==> src/rtl/ppc_hazard_scoreboard.sv <==
// Hazard/bypass scoreboard: tracks in-flight GPR writers over NSTG post-decode stages.
// Optional stall performance counter enabled by defining SCB_PERF_CNT_EN.
module ppc_hazard_scoreboard #(
  parameter int unsigned AW   = 5,
  parameter int unsigned NRD  = 3,
  parameter int unsigned NSTG = 3,
  parameter int unsigned SELW = $clog2(NSTG + 1),
  parameter int unsigned RW   = $clog2(NSTG)
) (
  input  logic                clk,
  input  logic                rst_n,
  input  logic                id_valid_i,
  input  logic [NRD*AW-1:0]   id_rr_i,
  input  logic [NRD-1:0]      id_ruse_i,
  input  logic                id_we_i,
  input  logic [AW-1:0]       id_wr_i,
  input  logic [RW-1:0]       id_rdy_i,
  input  logic                ext_stall_i,
  input  logic                flush_i,
  output logic                stall_o,
  output logic                issue_o,
  output logic [NRD*SELW-1:0] byp_sel_o,
  output logic [SELW-1:0]     occ_o,
  output logic [31:0]         stall_cnt_o
);

  logic [NSTG-1:0] v_q, v_d;
  logic [NSTG-1:0] we_q, we_d;
  logic [AW-1:0]   wr_q  [NSTG];
  logic [AW-1:0]   wr_d  [NSTG];
  logic [RW-1:0]   rdy_q [NSTG];
  logic [RW-1:0]   rdy_d [NSTG];
  logic [SELW-1:0] occ_q, occ_d;
  logic [NRD-1:0]  hazard;
  logic [RW-1:0]   rdy_clamp;

  // Out-of-range ready stages degrade to "forward from the final entry only".
  assign rdy_clamp = (32'(id_rdy_i) >= NSTG) ? RW'(NSTG - 1) : id_rdy_i;

  always_comb begin
    byp_sel_o = '0;
    hazard    = '0;
    for (int p = 0; p < NRD; p++) begin
      // Walk oldest to youngest so the youngest match overwrites.
      for (int k = NSTG - 1; k >= 0; k--) begin
        if (id_ruse_i[p] && v_q[k] && we_q[k] && (wr_q[k] == id_rr_i[p*AW +: AW])) begin
          if (int'(rdy_q[k]) <= k) begin
            byp_sel_o[p*SELW +: SELW] = SELW'(k + 1);
            hazard[p]                 = 1'b0;
          end else begin
            byp_sel_o[p*SELW +: SELW] = '0;
            hazard[p]                 = 1'b1;
          end
        end
      end
    end
  end

  assign stall_o = id_valid_i & (|hazard);
  assign issue_o = id_valid_i & ~stall_o & ~ext_stall_i & ~flush_i;

  always_comb begin
    v_d   = v_q;
    we_d  = we_q;
    wr_d  = wr_q;
    rdy_d = rdy_q;
    if (!ext_stall_i) begin
      for (int k = 1; k < NSTG; k++) begin
        v_d[k]   = v_q[k-1];
        we_d[k]  = we_q[k-1];
        wr_d[k]  = wr_q[k-1];
        rdy_d[k] = rdy_q[k-1];
      end
      v_d[0]   = issue_o;
      we_d[0]  = id_we_i;
      wr_d[0]  = id_wr_i;
      rdy_d[0] = rdy_clamp;
    end
    if (flush_i) begin
      v_d[0] = 1'b0;
    end
  end

  always_comb begin
    occ_d = '0;
    for (int k = 0; k < NSTG; k++) begin
      occ_d = occ_d + SELW'(v_d[k]);
    end
  end

  always_ff @(posedge clk) begin
    if (!rst_n) begin
      v_q   <= '0;
      we_q  <= '0;
      occ_q <= '0;
      for (int k = 0; k < NSTG; k++) begin
        wr_q[k]  <= '0;
        rdy_q[k] <= '0;
      end
    end else begin
      v_q   <= v_d;
      we_q  <= we_d;
      occ_q <= occ_d;
      for (int k = 0; k < NSTG; k++) begin
        wr_q[k]  <= wr_d[k];
        rdy_q[k] <= rdy_d[k];
      end
    end
  end

  assign occ_o = occ_q;

`ifdef SCB_PERF_CNT_EN
  logic [31:0] stall_cnt_q;

  // Counts only hazard stalls, not cycles frozen by the external stall.
  always_ff @(posedge clk) begin
    if (!rst_n) begin
      stall_cnt_q <= '0;
    end else if (stall_o && !ext_stall_i && (stall_cnt_q != 32'hFFFF_FFFF)) begin
      stall_cnt_q <= stall_cnt_q + 32'd1;
    end
  end

  assign stall_cnt_o = stall_cnt_q;
`else
  assign stall_cnt_o = 32'h0;
`endif

endmodule

==> config.mk <==
export PLATFORM = sky130hd
export DESIGN_NAME = ppc_hazard_scoreboard
export DESIGN_NICKNAME = d
export VERILOG_FILES = /design/src/rtl/ppc_hazard_scoreboard.sv
export SDC_FILE = /design/constraint.sdc
export NUM_CORES = 1
export LEC_CHECK = 0
export BUFFER_PORTS_ARGS = -buffer_cell sky130_fd_sc_hd__buf_4
export CORE_MARGIN = 2
export CORE_UTILIZATION = 51
export CTS_CLUSTER_DIAMETER = 120
export DETAILED_ROUTE_END_ITERATION = 7
export PLACE_DENSITY = 0.81
export SETUP_SLACK_MARGIN = 0.2
export SKIP_CTS_REPAIR_TIMING = 1
export SLEW_MARGIN = 10
export SYNTH_ARGS = -nofsm -noshare
export SYNTH_HDL_FRONTEND = slang
export SYNTH_SLANG_ARGS = --single-unit
export TNS_END_PERCENT = 5
==> constraint.sdc <==
create_clock -name clk -period 2.8 [get_ports clk]
set_clock_uncertainty 0.15 [all_clocks]
set_input_delay 0.56 -clock clk [delete_from_list [all_inputs] [get_ports clk]]
set_output_delay 0.56 -clock clk [all_outputs]
set_load 0.02 [all_outputs]
# After elaboration in Yosys (flattened, before gate mapping)
# Index checks and enable logic that the tools add are counted.
[totals]
register_bits = 29
wordCells = 86
[op_classes]
n_addsub = 2
order_cmp = 4
n_eq_ne = 9
muxes = 27
bitwise_logic = 7
reduce_logical = 28
[op_table]
columns = ["operator", "count"]
rows = [
  ["5-bit == test", 9],
  ["1-bit logical AND", 27],
  ["2-bit 2-to-1 mux", 12],
  ["1-bit 2-to-1 mux", 14],
  ["1-bit bitwise AND", 4],
  ["2-bit by 1-bit <= comparator with 1-bit output, second input constant", 2],
  ["3-bit 2-to-1 mux", 1],
  ["1-bit NOT", 3],
  ["3-bit OR reduction", 1],
  ["1-bit by 1-bit adder with 2-bit output", 1],
  ["2-bit by 1-bit adder with 2-bit output", 1],
  ["2-bit greater-or-equal comparator, second input constant", 1],
  ["2-bit <= comparator, second input constant", 1],
]

# Logic depth before layout (Yosys ltp)
[logic_depth]
word_depth = 16
ltp_mapped = 9
ltp_nobuf = 8

# Worst setup path before layout
# Ideal clock, no wire load.
[synth_path]
path_kind = "input -> register"
from = "input port id_rr_i[9]"
to = "register occ_q[0], in the netlist occ_o[0]"
setup_time_ns = 0.115
arrival_time_ns = 2.246
path_slack_ns = 0.289
path_stages = 8
n_path_buf = 0
cell_sequence = "xor2_1 > nor4_4 > a2111oi_2 > o31ai_4 > o211ai_2 > o22ai_1 > fa_1 > and2_1"
[synth_between]
elab_chain_len = 15
[synth_rtl]
columns = ["item", "line", "text"]
rows = [
  ["start, declared", "13", "input logic [NRD*AW-1:0] id_rr_i,"],
  ["5-bit == test", "46", "if (id_ruse_i[p] && v_q[k] && we_q[k] && (wr_q[k] == id_rr_i[p*AW +: AW])) begin"],
  ["1-bit logical AND", "46", ""],
  ["1-bit 2-to-1 mux (2 in a row)", "46", ""],
  ["1-bit 2-to-1 mux *", "46", ""],
  ["3-bit OR reduction *", "59", "assign stall_o = id_valid_i & (|hazard);"],
  ["1-bit bitwise AND *", "59", ""],
  ["1-bit NOT *", "60", "assign issue_o = id_valid_i & ~stall_o & ~ext_stall_i & ~flush_i;"],
  ["1-bit bitwise AND * (3 in a row)", "60", ""],
  ["3-bit 2-to-1 mux *", "67", "if (!ext_stall_i) begin"],
  ["1-bit 2-to-1 mux *", "79", "if (flush_i) begin"],
  ["via v_d[0]", "27", "logic [NSTG-1:0] v_q, v_d;"],
  ["1-bit by 1-bit adder with 2-bit output *", "87", "occ_d = occ_d + SELW'(v_d[k]);"],
  ["2-bit by 1-bit adder with 2-bit output *", "87", ""],
  ["via occ_d[0]", "33", "logic [SELW-1:0] occ_q, occ_d;"],
  ["end signal, assigned", "95", "occ_q <= '0;"],
  ["end signal, assigned", "103", "occ_q <= occ_d;"],
  ["end, declared", "33", ""],
]
# The timed path passes the listed nets; every way through them passes the cells marked *.
# A chain may end at the register's enable or synchronous reset.

# Final worst setup path
[layout_path]
from = "register wr_q[11] in the netlist's numbering"
to = "output port stall_o"
[layout_between]
elab_chain_len = 5
[layout_rtl]
columns = ["item", "line", "text"]
rows = [
  ["start, declared", "29", "logic [AW-1:0] wr_q [NSTG];"],
  ["start signal, assigned by index", "105", "wr_q[k] <= wr_d[k];"],
  ["5-bit == test", "46", ""],
  ["1-bit logical AND", "46", ""],
  ["1-bit 2-to-1 mux", "46", ""],
  ["3-bit OR reduction *", "59", ""],
  ["1-bit bitwise AND *", "59", ""],
  ["end, declared", "20", "output logic stall_o,"],
]
# Every way passes the cells marked *; elsewhere a longest branch is shown, timed or not.

==> reports/qor.yml <==
status: "complete, but fails checks"
violations: "setup timing"
post_drt_wl_per_cell_microns: 14.8
synthArstFlopShare: 0
drt_iter0_markers: 168
drtAntennaViolNets: 0
synthTopCellsByArea: "dfxtp_1 (27%), buf_4 (12%), mux2i_1 (11%)"
crit_path_cell_trace: "xor2_1 -> nor2_1 -> and2_1 -> o31ai_1 -> o211ai_2 -> and2_1 -> buf_4"
critPathLaunchType: "flop"
port_buffers: 40
crit_path_end_kind: "primary output"
finalCritPeriodShare: 1.01
synth-edff-count: 0
power_density_nw_per_um2: 388
cap_violations: 0
drt-total-wl_microns: 5140
path_class: "flop to primary output"
max-vdd-ir-drop_v: 0.000306
grt_pass1_wl_microns: 8170
ys_seq_area_frac: 0.268
layout-drive-gt1-share: 0.286
first_global_vias: 1742
drc: 0
cpPeakStageDelay_ns: 0.47
start_util: 0.535
h-tree-depth: 2
fmax_mhz: 355
overflow: 0
yosysWarnings: 0
place_congestion: 0.918
cp_common_cell: "and2_1"
yosys.area.top_type: "dfxtp_1"
slew_viol_final: 0
die_h_microns: 69.2
worstPathRequired_ns: 2.09
slowest_stage: "dfxtp_1"
fillers: 355
power_mw: 1.01
numPlacedInstances: 340
layout.cells.non_filler: 347
dp_hpwl_microns: 3800
antenna_found_initial: 0
synth-main-ff-cell: "dfxtp_1"
tns_ns: -0.0197
cp_max_fo: 5
die_area_sq_um: 4790
ios: 73
numCtsBuffers: 5
track_usage: 0.212
crit_buf_inv: 1
clk_latency_ns: 0.28
clock_sinks: 29
worstPathArrival_ns: 2.11
coreArea_sq_um: 4060
die_w_microns: 69.2
ys_ff_latch: 29
p_leak_nw: 1.14
syn_inst: 253
tritoncts: "yes"
rsz0062_at_grt: "yes"
row_count: 23
fin_ws_ns: -0.0197
final-setup-viol-count: 1
vias: 1826
avgSynthCellArea_sq_um: 8.58
diodes: 0
synthDistinctLibCells: 41
dp_slack_ns: -0.0678
synth_top_cell_area_share: 0.268
clockBufferDepth: 2
first_pass_iters: 4
min_period_ns: 2.82
crit_family: "compound AO/OA/AOI/OAI gates"
avgViaCountPerCell: 5.26
fin_nets: 329
synth_area_sq_um: 2170
whs_ns: 0.341
hold_viol: 0
cts_root_buffer: "clkbuf_8"
grt_max_degree: 26
hold_class: "flop to flop"
syn_to_final_growth_pct: 19.3
clk_pin_slew_ns: 0.06
[flip-flops by register name, summed over array words and instances, names as in the netlist]
signal,cells
occ_o,2
rdy_q,6
v_q,3
we_q,3
wr_q,15
[synthesized netlist by cell type, types with 2 or more instances]
cell type,count
nand3_1,7
mux2_2,3
and2_1,8
nor3_1,4
dfxtp_1,29
and3_1,2
buf_2,3
buf_4,35
mux2i_1,23
nor2_1,33
a21oi_1,4
nand2_1,16
nor4_1,7
nand4_1,7
xnor2_1,26
clkbuf_1,3
xor2_1,19
[through the flow]
stage | util | instance area [sq um]
floorplan | - | 2290
detailed placement | 0.594 | 2410
finish | 0.638 | 2590
CTS | 0.615 | 2490
global route | 0.638 | 2590
global placement | 0.594 | 2410
[worst register-to-register path, cell delays in order, from the launching register on]
cell	delay, ns
dfxtp_1	0.47
xor2_1	0.21
nor2_1	0.09
and2_1	0.16
o31ai_1	0.38
o211ai_2	0.17
o22ai_1	0.25
fa_1	0.43
and2_1	0.16
[power breakdown]
part           switching, mW  leakage (nW)  total [mW]  internal, mW
logic                  0.125         0.854       0.212        0.0871
clock network          0.149        0.0443       0.344         0.194
registers             0.0241         0.242       0.450         0.426
total                  0.298          1.14        1.01         0.708
[path summary, 6_finish.rpt]
check	end	slack [ns]	start	depth (start not counted)
min reg2reg	rdy_q[0]	0.34	rdy_q[2]	2
max reg2reg	occ_o[0]	0.22	wr_q[11]	8
max	stall_o	-0.02	wr_q[11]	7
min	rdy_q[0]	0.34	rdy_q[2]	2
[cell families (layout without fill, tap and decap cells)]
kind of cell | Yosys count | count (layout) | share of synthesized area
AND/OR/NAND/NOR | 93 | 93 | 0.220
XOR/XNOR | 45 | 45 | 0.182
buffers and inverters | 44 | 57 | 0.142
flip-flops | 29 | 29 | 0.268
multiplexers | 26 | 26 | 0.122
AO/OA/AOI/OAI | 14 | 14 | 0.0565
adder cells (fa/ha/maj) | 1 | 1 | 0.00923
other | 1 | 32 | 0.00173
[routing by layer]
layer / share of wire / up-vias / GRT usage
li1: - / 884 / -
met1: 0.42 / 843 / 0.266
met2: 0.49 / 87 / 0.361
met3: 0.070 / 12 / 0.0363
met4: 0.029 / 0 / 0.0850
met5: 0 / - / 0
[layout make-up]
cell class	count	area [sq um]	area share
clock buffers	7	86.3	0.0333
inverters	2	7.51	0.00290
multi-input cells	211	1470	0.568
flip-flops and latches	29	602	0.232
well taps	50	62.6	0.0242
repair buffers	48	360	0.139
[layout by cell type, fill, tap and decap left out, drive strengths merged, types with 4 or more instances in the layout]
cell type and instances:
nor3 4, nor2 33, nand2 16, and2 9, dfxtp 29, conb 32, xnor2 26, nand4 7
xor2 19, nor4 8, buf 48, mux2i 23, a21oi 4, clkbuf 7, nand3 7
Note: power is estimated with default switching activity, not from simulation.
